===== config.mk =====
export PLATFORM = sky130hd
export DESIGN_NAME = mac_sequencer
export DESIGN_NICKNAME = d
export VERILOG_FILES = /design/src/rtl/mac_sequencer_pkg.sv /design/src/rtl/mac_sequencer_addr_gen.sv /design/src/rtl/mac_sequencer.sv
export SDC_FILE = /design/constraint.sdc
export NUM_CORES = 1
export LEC_CHECK = 0
export ABC_AREA = 1
export BUFFER_PORTS_ARGS = -buffer_cell sky130_fd_sc_hd__buf_2
export CAP_MARGIN = 5
export CELL_PAD_IN_SITES_DETAIL_PLACEMENT = 1
export CELL_PAD_IN_SITES_GLOBAL_PLACEMENT = 2
export CORE_ASPECT_RATIO = 1.25
export CORE_UTILIZATION = 26
export CTS_CLUSTER_DIAMETER = 200
export CTS_CLUSTER_SIZE = 8
export DETAILED_ROUTE_END_ITERATION = 8
export PLACE_DENSITY = 0.9
export SYNTH_ARGS = -nofsm -noshare
export SYNTH_HDL_FRONTEND = slang
export SYNTH_SLANG_ARGS = --single-unit
export TNS_END_PERCENT = 50

===== constraint.sdc =====
create_clock -name clk -period 4.75 [get_ports clk]
set_input_delay 0.2375 -clock clk [delete_from_list [all_inputs] [get_ports clk]]
set_output_delay 0.2375 -clock clk [all_outputs]
set_load 0.01 [all_outputs]

===== src/rtl/mac_sequencer_pkg.sv =====
// Shared types and constants for the dot-product sequencer.
// Latency: n/a (declarations only).
// Backpressure: n/a.
package mac_sequencer_pkg;

    localparam int MAC_W      = 32;
    localparam int DEF_ADDR_W = 8;
    localparam int DEF_LEN_W  = 8;

    typedef enum logic [2:0] {
        S_IDLE    = 3'd0,
        S_FETCH   = 3'd1,
        S_DRAIN   = 3'd2,
        S_CAPTURE = 3'd3,
        S_HOLD    = 3'd4
    } state_t;

endpackage


===== src/rtl/mac_sequencer_addr_gen.sv =====
// Element counter and A/B operand address generator for one dot-product command.
// Latency: addresses are combinational from registered base/offset; update on each adv.
// Backpressure: none; advances only when the sequencer pulses adv.
module mac_addr_gen
    import mac_sequencer_pkg::*;
#(
    parameter int ADDR_W = DEF_ADDR_W,
    parameter int LEN_W  = DEF_LEN_W
) (
    input  logic              clk,
    input  logic              rst_n,
    input  logic              load,
    input  logic              adv,
    input  logic [LEN_W-1:0]  len,
    input  logic [ADDR_W-1:0] a_base,
    input  logic [ADDR_W-1:0] b_base,
    input  logic [ADDR_W-1:0] b_stride,
    output logic [ADDR_W-1:0] a_addr,
    output logic [ADDR_W-1:0] b_addr,
    output logic              first,
    output logic              last
);

    logic [LEN_W-1:0]  len_q;
    logic [LEN_W-1:0]  i_q;
    logic [ADDR_W-1:0] a_base_q;
    logic [ADDR_W-1:0] b_base_q;
    logic [ADDR_W-1:0] stride_q;
    // Running i*stride kept as an accumulated offset so no multiplier is needed.
    logic [ADDR_W-1:0] b_off_q;

    // Latch the command on load, then step counter and B offset once per element.
    always_ff @(posedge clk or negedge rst_n) begin
        if (!rst_n) begin
            len_q    <= '0;
            i_q      <= '0;
            a_base_q <= '0;
            b_base_q <= '0;
            stride_q <= '0;
            b_off_q  <= '0;
        end else if (load) begin
            len_q    <= len;
            i_q      <= '0;
            a_base_q <= a_base;
            b_base_q <= b_base;
            stride_q <= b_stride;
            b_off_q  <= '0;
        end else if (adv) begin
            i_q     <= i_q + 1'b1;
            b_off_q <= b_off_q + stride_q;
        end
    end

    // Address sums truncate naturally, giving modulo 2^ADDR_W wrap.
    assign a_addr = a_base_q + ADDR_W'(i_q);
    assign b_addr = b_base_q + b_off_q;
    assign first  = (i_q == '0);
    assign last   = (i_q == len_q - 1'b1);

endmodule


===== src/rtl/mac_sequencer.sv =====
// Sequences operand fetch into the MAC core and captures one dot product per command.
// Latency: start at edge 0 -> result_valid in cycle len+3 (cycle 1 for len=0).
// Backpressure: result held in HOLD until result_ready; start ignored unless idle.
module mac_sequencer
    import mac_sequencer_pkg::*;
#(
    parameter int ADDR_W = DEF_ADDR_W,
    parameter int LEN_W  = DEF_LEN_W
) (
    input  logic              clk,
    input  logic              rst_n,
    input  logic              start,
    input  logic [LEN_W-1:0]  len,
    input  logic [ADDR_W-1:0] a_base,
    input  logic [ADDR_W-1:0] b_base,
    input  logic [ADDR_W-1:0] b_stride,
    output logic              rd_en,
    output logic [ADDR_W-1:0] a_addr,
    output logic [ADDR_W-1:0] b_addr,
    input  logic [MAC_W-1:0]  a_rdata,
    input  logic [MAC_W-1:0]  b_rdata,
    output logic              mac_run,
    output logic              mac_first,
    output logic [MAC_W-1:0]  mac_a,
    output logic [MAC_W-1:0]  mac_b,
    input  logic [MAC_W-1:0]  mac_acc,
    output logic              busy,
    output logic [MAC_W-1:0]  result,
    output logic              result_valid,
    input  logic              result_ready
);

    state_t            state_q, state_n;
    logic              ag_load, ag_adv, ag_first, ag_last;
    logic [ADDR_W-1:0] ag_a_addr, ag_b_addr;
    logic              v_q, f_q;
    logic              busy_q;
    logic              res_clr, res_cap;
    logic [MAC_W-1:0]  result_q;

    mac_addr_gen #(
        .ADDR_W (ADDR_W),
        .LEN_W  (LEN_W)
    ) u_addr_gen (
        .clk      (clk),
        .rst_n    (rst_n),
        .load     (ag_load),
        .adv      (ag_adv),
        .len      (len),
        .a_base   (a_base),
        .b_base   (b_base),
        .b_stride (b_stride),
        .a_addr   (ag_a_addr),
        .b_addr   (ag_b_addr),
        .first    (ag_first),
        .last     (ag_last)
    );

    // State register.
    always_ff @(posedge clk or negedge rst_n) begin
        if (!rst_n) state_q <= S_IDLE;
        else        state_q <= state_n;
    end

    // Next-state logic plus the strobes that drive the address generator and result register.
    always_comb begin
        state_n = state_q;
        ag_load = 1'b0;
        ag_adv  = 1'b0;
        res_clr = 1'b0;
        res_cap = 1'b0;
        case (state_q)
            S_IDLE: begin
                if (start) begin
                    if (len != '0) begin
                        ag_load = 1'b1;
                        state_n = S_FETCH;
                    end else begin
                        res_clr = 1'b1;
                        state_n = S_HOLD;
                    end
                end
            end
            S_FETCH: begin
                ag_adv = 1'b1;
                if (ag_last) state_n = S_DRAIN;
            end
            S_DRAIN:   state_n = S_CAPTURE;
            S_CAPTURE: begin
                res_cap = 1'b1;
                state_n = S_HOLD;
            end
            S_HOLD: begin
                if (result_ready) state_n = S_IDLE;
            end
            default: state_n = S_IDLE;
        endcase
    end

    // Data stage: valid/first follow the read strobe by one cycle to match memory latency.
    always_ff @(posedge clk or negedge rst_n) begin
        if (!rst_n) begin
            v_q <= 1'b0;
            f_q <= 1'b0;
        end else begin
            v_q <= rd_en;
            f_q <= rd_en & ag_first;
        end
    end

    // busy covers FETCH..CAPTURE and the first HOLD cycle after a real (len>0) command.
    always_ff @(posedge clk or negedge rst_n) begin
        if (!rst_n) busy_q <= 1'b0;
        else        busy_q <= (state_n == S_FETCH) || (state_n == S_DRAIN) ||
                              (state_n == S_CAPTURE) || (state_q == S_CAPTURE);
    end

    // Result capture: zero for empty commands, MAC accumulator after the last element lands.
    always_ff @(posedge clk or negedge rst_n) begin
        if (!rst_n)       result_q <= '0;
        else if (res_clr) result_q <= '0;
        else if (res_cap) result_q <= mac_acc;
    end

    assign rd_en        = (state_q == S_FETCH);
    assign a_addr       = rd_en ? ag_a_addr : '0;
    assign b_addr       = rd_en ? ag_b_addr : '0;
    assign mac_run      = v_q;
    assign mac_first    = f_q & v_q;
    assign mac_a        = v_q ? a_rdata : '0;
    assign mac_b        = v_q ? b_rdata : '0;
    assign busy         = busy_q;
    assign result       = result_q;
    assign result_valid = (state_q == S_HOLD);

endmodule


Word-level counts from Yosys, hierarchy flattened --
Index checks and enable logic that the tools add are counted.
Operators by class: bitwise operators 2, muxes and demuxes 23, $add $sub $neg 5, reductions and logical operators 8, equality and inequality tests 8
Operator list (count):
- 32-bit two-way mux | 4
- 8-bit two-way mux | 6
- 8-bit adder | 3
- 3-bit case mux with 5 select lines | 1
- 3-bit by 2-bit == test with 1-bit output, second input constant | 4
- 3-bit two-way mux | 4
- 8-bit by 1-bit adder with 8-bit output, second input constant | 1
- 8-bit == test | 1
- 8-bit zero test | 1
- 1-bit two-way mux | 8
- 8-bit nonzero test | 1
- 8-bit by 1-bit subtractor with 8-bit output, second input constant | 1
- 3-bit by 1-bit == test with 1-bit output, second input constant | 2
- 2-bit nonzero test | 2
- 3-bit == test, second input constant | 1
- 3-bit zero test | 1
- 1-bit logical OR | 3
- 1-bit bitwise AND | 2
Word-level totals: input port bits 132, bits in registers 86, word-level logic and storage cells 57

Longest topological paths before layout --
Gate-level depths: netlist (run 1).
depth after elaboration 8, mapped depth 13, gate-level depth less buffers 13

By module --
Synthesis (run 1) repeated with hierarchy kept, for this count alone.
Second synthesis, totals: cells, all modules 812, area total of the unflattened synthesis 5516.5 µm²
By module, submodules not included:
- mac_addr_gen | area each 3078.0 µm², instances 1, sequential area each 1201.2 µm², cells each 399
- mac_sequencer | area each 2438.6 µm², instances 1, sequential area each 950.9 µm², cells each 413

Worst setup path after synthesis (run 1) --
OpenSTA, ideal clock, no wires.
path type register to output, from register u_addr_gen.i_q[0], to output a_addr[6], cell stages (with the launch flop) 10, arrival time 1666 ps, required time 4513 ps, buffers on the path 0, slack 2846 ps, path through dfrtp_1 ha_1 fa_1 nand3_1 nand3_1 nand2_1 nand2_1 a21oi_1 nor2_1 nor2_1
Between the ends: cells in the longest elaborated chain, start to end 2
Ends and longest elaborated chain:
- from (decl) | line mac_sequencer_addr_gen.sv:25 | logic [LEN_W-1:0] i_q;
- from (signal assigned) | line mac_sequencer_addr_gen.sv:49 | i_q <= i_q + 1'b1;
- 8-bit adder | line mac_sequencer_addr_gen.sv:55 | assign a_addr = a_base_q + ADDR_W'(i_q);
- 8-bit two-way mux | line mac_sequencer.sv:126 | assign a_addr = rd_en ? ag_a_addr : '0;
- to (decl) | line mac_sequencer.sv:18 | output logic [ADDR_W-1:0] a_addr,
Every way passes these cells.

Final worst setup path (run 1) --
Ends and elaborated chain as after synthesis.

==> flow_summary.yaml, run 1 <==
status:
  status: "completed"
cts:
  clkTransAtPathRegs_ps: 70
  cts-hold-fix-buffers: 1
  clock_latency_ps: 330
  cts_tree: "done"
  cts_resized: 0
  numClockSinks: 86
  cts-root-buf: "clkbuf_16"
  post_cts_buffers: 0
  cts-buffers-inserted: 9
  cts.htree.levels: 3
  clockBufferDepth: 2
drt:
  via_count: 5455
  wl_met2_mm: 8.51
  wl_met3_mm: 2.17
  wl_met1_mm: 7.16
  avgViaCountPerCell: 4.29
  drtPass1Iterations: 4
  dr.max_layer_used: "met4"
  drtIter0Drc: 144
  wire_per_inst_um: 14.2
  ant_nets: 0
  drcViolationCount: 0
  finalWirelength_mm: 18.0
job:
  maxCapViolations: 0
synth:
  synth_seq_cells: 86
  netlist-cell-type-count: 36
  ys_warn_count: 0
  syn_nets: 919
  synthCells: 760
  syn_area_um2: 5330
  syn_area_per_cell_um2: 7.02
  ys_seq_area_share_pct: 40.4
timing:
  post-route-min-period_ps: 2470
  slew_headroom_pct: 29.5
  tightest_slew_ps: 1060
  finalCritPeriodShare_pct: 52.0
  timing_hold_violations_final: 0
  fin_skew_ps: 9.84
  setup_violations: 0
  rsz0062_at_grt: "no"
  max_freq_mhz: 405
  setup_tns_ps: 0
  report.final.slew_viol_count: 0
pwr:
  seq_power_share_pct: 28.9
  power.share.switching_pct: 47.4
  p_int_uw: 2520
  combPwrFrac_pct: 56.8
  power_uw: 4780
  p_switching_uw: 2260
  leakagePower_uw: 0.00455
  power_density_nw_per_um2: 674
  vdd_drop_max_mv: 0.229
  clockPowerShare_pct: 14.3
finish:
  mostFrequentLayoutCells: "247 x buf_2, 228 x nand2_1, 169 x inv_1"
  drive_above_1_share_pct: 28.4
  fin_util_pct: 35.3
  area_growth_pct: 32.9
  fillers: 2610
  layout.cells.most_common: "buf_2"
  n_antenna_cell: 0
  nNetsFinal: 1159
worst_setup_path:
  startpoint: "u_addr_gen.i_q[0]"
  cp_top_family: "adder cells"
  cp.arrival_ps: 2230
  cp-start-kind: "register"
  cpMaxStageDelayCell: "dfrtp_1"
  crit_buf_inv: 1
  cpMostUsedCell: "nand2_1"
  cp_max_fo: 7
  cpPeakStageDelay_ps: 460
  crit_required_ps: 4510
  path_class: "register to primary output"
  worstReg2RegStart: "state_q[2]"
  cp_cell_sequence: "ha_1 -> fa_1 -> nand3_1 -> nand3_1 -> nand2_1 -> nand2_1 -> a21oi_1 -> nand2_1 -> nand2_1 -> nor2_1 -> buf_2"
  end_kind: "primary output"
global_routing:
  grt_max_degree: 67
  grt_overflow: 0
  antenna_found_initial: 0
  grt_pass1_vias: 5512
  grt_pass1_wl_mm: 27.8
  track_usage_pct: 17.3
floorplan:
  die_h_um: 162
  ios: 249
  start_util_pct: 26.5
  rows: 58
  core_area_um2: 20100
  die-width_um: 130
  die_area_um2: 21100
placed_design:
  finalWeightedCongestion: 0.755
  portBuffers: 248
  place_hpwl_mm: 14.4
min_path:
  hold_path.class: "primary input to register"
  holdCritStartpoint: "b_base[5]"
-- power by group through the flow --
| stage | registers [µW] | logic (µW) | clock network (µW) |
|---|---|---|---|
| after CTS | 1390 | 2790 | 710 |
| after detailed placement | 1400 | 2780 | 0 |
| after floorplan | 1340 | 1810 | 0 |
| after global placement | 1390 | 2710 | 0 |
| final | 1380 | 2720 | 682 |
| after global routing | 1440 | 3140 | 730 |
-- worst register-to-register path: cells and delay by family (launching register included) --
family / cells / cell delay [ps]
buffers and inverters: 2 / 570
DFF: 1 / 440
and+or+nand+nor: 9 / 930
-- registers in the layout (all words and copies together), names as in the netlist --
signal	count
mac_run	1
result	32
u_addr_gen.i_q	8
u_addr_gen.a_base_q	8
f_q	1
u_addr_gen.b_off_q	8
busy	1
u_addr_gen.len_q	8
state_q	3
u_addr_gen.stride_q	8
u_addr_gen.b_base_q	8
-- kinds of logic after synthesis --
logic type / share of synthesized area (%)
XOR/XNOR: 2.14
AO/OA/AOI/OAI: 8.71
flip-flops: 40.4
buffers and inverters: 14.9
AND/OR/NAND/NOR: 27.2
adder cells (fa/ha/maj): 6.76
-- path summary, 6_finish.rpt --
| check | cells after the start | end | slack (ps) |
|---|---|---|---|
| setup / recovery | 11 | a_addr[6] | 2280 |
| hold / removal | 3 | u_addr_gen.b_base_q[5] | 90 |
| setup reg to reg | 11 | u_addr_gen.i_q[6] | 2730 |
| hold reg to reg | 2 | u_addr_gen.b_base_q[0] | 480 |
| max in group asynchronous | 3 | u_addr_gen.b_base_q[0] | 3280 |
| min in group asynchronous | 2 | result[4] | 380 |
-- layer usage --
layer / vias up / track usage [%]
li1: 2741 / -
met4: 0 / 3.65
met1: 2500 / 19.0
met5: - / 0
met2: 204 / 30.5
met3: 10 / 7.38
-- cell usage after synthesis --
cell / n / area share (%)
buf_1: 1 / 0.070
nor3_1: 4 / 0.38
dfrtp_1: 86 / 40
buf_6: 3 / 0.63
buf_2: 2 / 0.19
nand4_1: 8 / 0.94
o21bai_1: 1 / 0.14
nand3_1: 22 / 2.1
o21a_1: 3 / 0.42
buf_4: 6 / 0.84
nor2_1: 72 / 5.1
o22ai_1: 1 / 0.12
xnor2_1: 6 / 0.99
nand3_4: 1 / 0.33
nor3_4: 1 / 0.31
nor2_2: 2 / 0.23
fa_1: 3 / 1.1
nand2_2: 2 / 0.23
nor3_2: 1 / 0.19
clkbuf_1: 10 / 0.70
o21ai_0: 24 / 2.3
nand3b_1: 1 / 0.14
nor2_8: 1 / 0.38
nand2_1: 228 / 16
a21oi_1: 55 / 5.2
a31oi_1: 1 / 0.12
a22o_1: 1 / 0.16
or2_2: 1 / 0.12
nor4_1: 1 / 0.12
inv_4: 1 / 0.12
inv_2: 6 / 0.42
o21ai_2: 2 / 0.33
inv_1: 169 / 12
nor2_4: 3 / 0.63
ha_1: 24 / 5.6
xor2_1: 7 / 1.1
-- cell type report --
type	count	area (µm²)	share of cell area (%)
clock buffers	9	225	3.18
clock inverters	4	51.3	0.724
inverters	176	663	9.36
well taps	270	338	4.77
multi-input cells	476	2390	33.7
flip-flops and latches	86	2150	30.4
repair buffers	251	1270	17.9
-- stage by stage --
stage	std cells	hold slack [ps]	instance area, µm²	setup slack, ps
6_report	1272	94.5	7090	2280
5_1_grt	1272	91.8	7090	2120
4_1_cts	1272	79.9	7090	2250
3_5_place_dp	1258	215	6800	2610
3_3_place_gp	1258	219	6800	2610
2_1_floorplan	760	-58.1	5330	2850
(Power assumes the default switching activity.)
==> run 2: changes to the inputs <==
- ABC_AREA: 1 -> 0
- PLACE_DENSITY: 0.9 -> 0.85
- clock period: 4.75 -> 2.5 ns (I/O delays scaled with it)
==> flow_summary.yaml, run 2 <==
global_routing:
  track_usage_pct: 17.2
  grt_overflow: 0
  grt_max_degree: 67
  antenna_found_initial: 7
  grt_pass1_vias: 4907
  grt_pass1_wl_mm: 26.3
worst_setup_path:
  end_kind: "primary output"
  worstReg2RegStart: "u_addr_gen.b_off_q[1]"
  crit_end: "b_addr[6]"
  timing.rr.end: "u_addr_gen.b_off_q[7]"
  cp.arrival_ps: 2240
  crit_required_ps: 2380
  startpoint: "u_addr_gen.b_off_q[0]"
  cp-start-kind: "register"
  r2r.worst_path.cells: 7
  path_class: "register to primary output"
  r2r_slack_ps: 360
  cp_max_fo: 3
timing:
  timing_hold_violations_final: 0
  post-route-min-period_ps: 2360
  report.final.slew_viol_count: 0
  fin_skew_ps: 11.4
  setup_violations: 0
  finalCritPeriodShare_pct: 94.5
  tightest_slew_ps: 634
  slew_headroom_pct: 57.7
  max_freq_mhz: 423
  worst_slack_ps: 137
floorplan:
  die_h_um: 157
  rows: 56
  ios: 249
  die-width_um: 126
  core_area_um2: 18800
  start_util_pct: 26.7
  die_area_um2: 19800
drt:
  drtPass1Iterations: 4
  drtIter0Drc: 104
  finalWirelength_mm: 16.8
  via_count: 4787
  wire_per_inst_um: 16.3
  avgViaCountPerCell: 4.64
  drcViolationCount: 0
  ant_nets: 0
pwr:
  power_uw: 9770
  power_density_nw_per_um2: 1380
  leakagePower_uw: 0.00343
  vdd_drop_max_mv: 0.416
finish:
  fillers: 2254
  mostFrequentLayoutCells: "247 x buf_2, 83 x dfrtp_1, 81 x nand2_1"
  regArea_um2: 2160
  drive_above_1_share_pct: 41.4
  nNetsFinal: 946
  layout.cells.most_common: "buf_2"
  area_growth_pct: 41.2
  largest_reg_flops: 32
  fin_util_pct: 37.7
  multiInputGateArea_um2: 2720
placed_design:
  place_ws_ps: 219
  portBuffers: 248
  place_hpwl_mm: 12.8
  finalWeightedCongestion: 0.739
cts:
  cts-root-buf: "clkbuf_16"
  clkTransAtPathRegs_ps: 70
  clockBufferDepth: 2
  cts_tree: "done"
  numClockSinks: 86
  cts-buffers-inserted: 9
  clock_latency_ps: 340
  cts.htree.levels: 3
min_path:
  hold_path.class: "primary input to register"
  holdCritStartpoint: "a_base[6]"
synth:
  synth_top_cell_by_area: "dfrtp_1"
  synth_flop_cell: "dfrtp_1"
  syn_nets: 691
  synthCells: 532
  ys_seq_area_share_pct: 43.0
  synth_commonest_cells: "86 x dfrtp_1, 81 x nand2_1, 70 x and2_1, 49 x a21oi_1, 26 x mux2_2"
  synth_area_leaders: "dfrtp_1 43%, and2_1 8.7%, nand2_1 6.1%, ha_1 6.0%, mux2_2 5.8%"
  synth_seq_cells: 86
  async_flop_share_pct: 100
  ys_warn_count: 0
  netlist-cell-type-count: 49
  synth-edff-count: 0
  syn_area_per_cell_um2: 9.41
  syn_area_um2: 5010
  netlist.area_leader.share_pct: 43.0
  synth_most_common_cell: "dfrtp_1"
status:
  status: "completed"
job:
  maxCapViolations: 0
[run 2: cell type report]
| class | instances | area share (%) |
|---|---|---|
| Antenna cell | 7 | 0.248 |
| Multi-Input combinational cell | 401 | 38.5 |
| Sequential cell | 86 | 30.5 |
| Tap cell | 232 | 4.11 |
| Clock buffer | 11 | 3.29 |
| Inverter | 16 | 0.849 |
| Timing Repair Buffer | 273 | 21.1 |
| Clock inverter | 5 | 1.50 |
[run 2: worst max-delay path: stages (launching register included)]
cell and delay (ps):
dfrtp_1 400, ha_2 200, fa_2 350, a21o_1 180, a21oi_2 160, o21bai_1 80
a21oi_1 190, xor2_1 160, nor2_1 50, buf_2 140
[run 2: layer usage]
layer | vias to the layer above | wire, µm | track usage [%]
met4 | 0 | 137 | 3.79
met5 | - | 0 | 0
met2 | 207 | 7870 | 29.3
met1 | 2267 | 6970 | 19.6
li1 | 2301 | - | -
met3 | 12 | 1830 | 8.19
[run 2: worst min-delay path by stage]
stage / depth (start not counted) / end / slack [ps]
2_1_floorplan: 0 / busy / -170
3_3_place_gp: 1 / result[25] / 190
3_5_place_dp: 1 / result[28] / 190
4_1_cts: 2 / u_addr_gen.stride_q[2] / 0.2
5_1_grt: 2 / u_addr_gen.b_base_q[4] / 4
6_report: 2 / u_addr_gen.a_base_q[6] / 10
[run 2: logic make-up (layout without fill, tap and decap cells)]
| kind of cell | Yosys count | in the layout | synth area share, % |
|---|---|---|---|
| and+or+nand+nor | 213 | 213 | 22.5 |
| AOI/OAI and AO/OA | 103 | 103 | 11.9 |
| DFF | 86 | 86 | 43.0 |
| buffers and inverters | 45 | 305 | 3.90 |
| xor gates and xnor gates | 31 | 31 | 5.42 |
| adders and majority gates | 27 | 27 | 7.20 |
| muxes | 27 | 27 | 6.05 |
| other | 0 | 7 | 0 |
[run 2: timing repair]
action,CTS,global route
hold buffers,13,0
buffers inserted,1,4
endpoints found under the setup margin,2,5
endpoints found under the hold margin,56,0
gates resized for setup,4,14
pin swaps,2,5
[run 2: per-stage QoR]
step	setup TNS, ps	cells	cell area [µm²]	hold slack [ps]
floorplan	0	532	5010	-171
global placement	0	990	6480	188
detailed placement	0	990	6480	191
CTS	0	1020	6970	0.211
global route	-7.08	1024	7050	4.20
finish	0	1031	7070	12.0
[run 2: report_power, final]
group / internal [µW] / switching (µW) / total, µW / leakage, µW
Clock: 982 / 570 / 1550 / 0.000160
Sequential: 2060 / 563 / 2620 / 0.000972
Combinational: 2620 / 2980 / 5600 / 0.00230
Total: 5660 / 4110 / 9770 / 0.00343
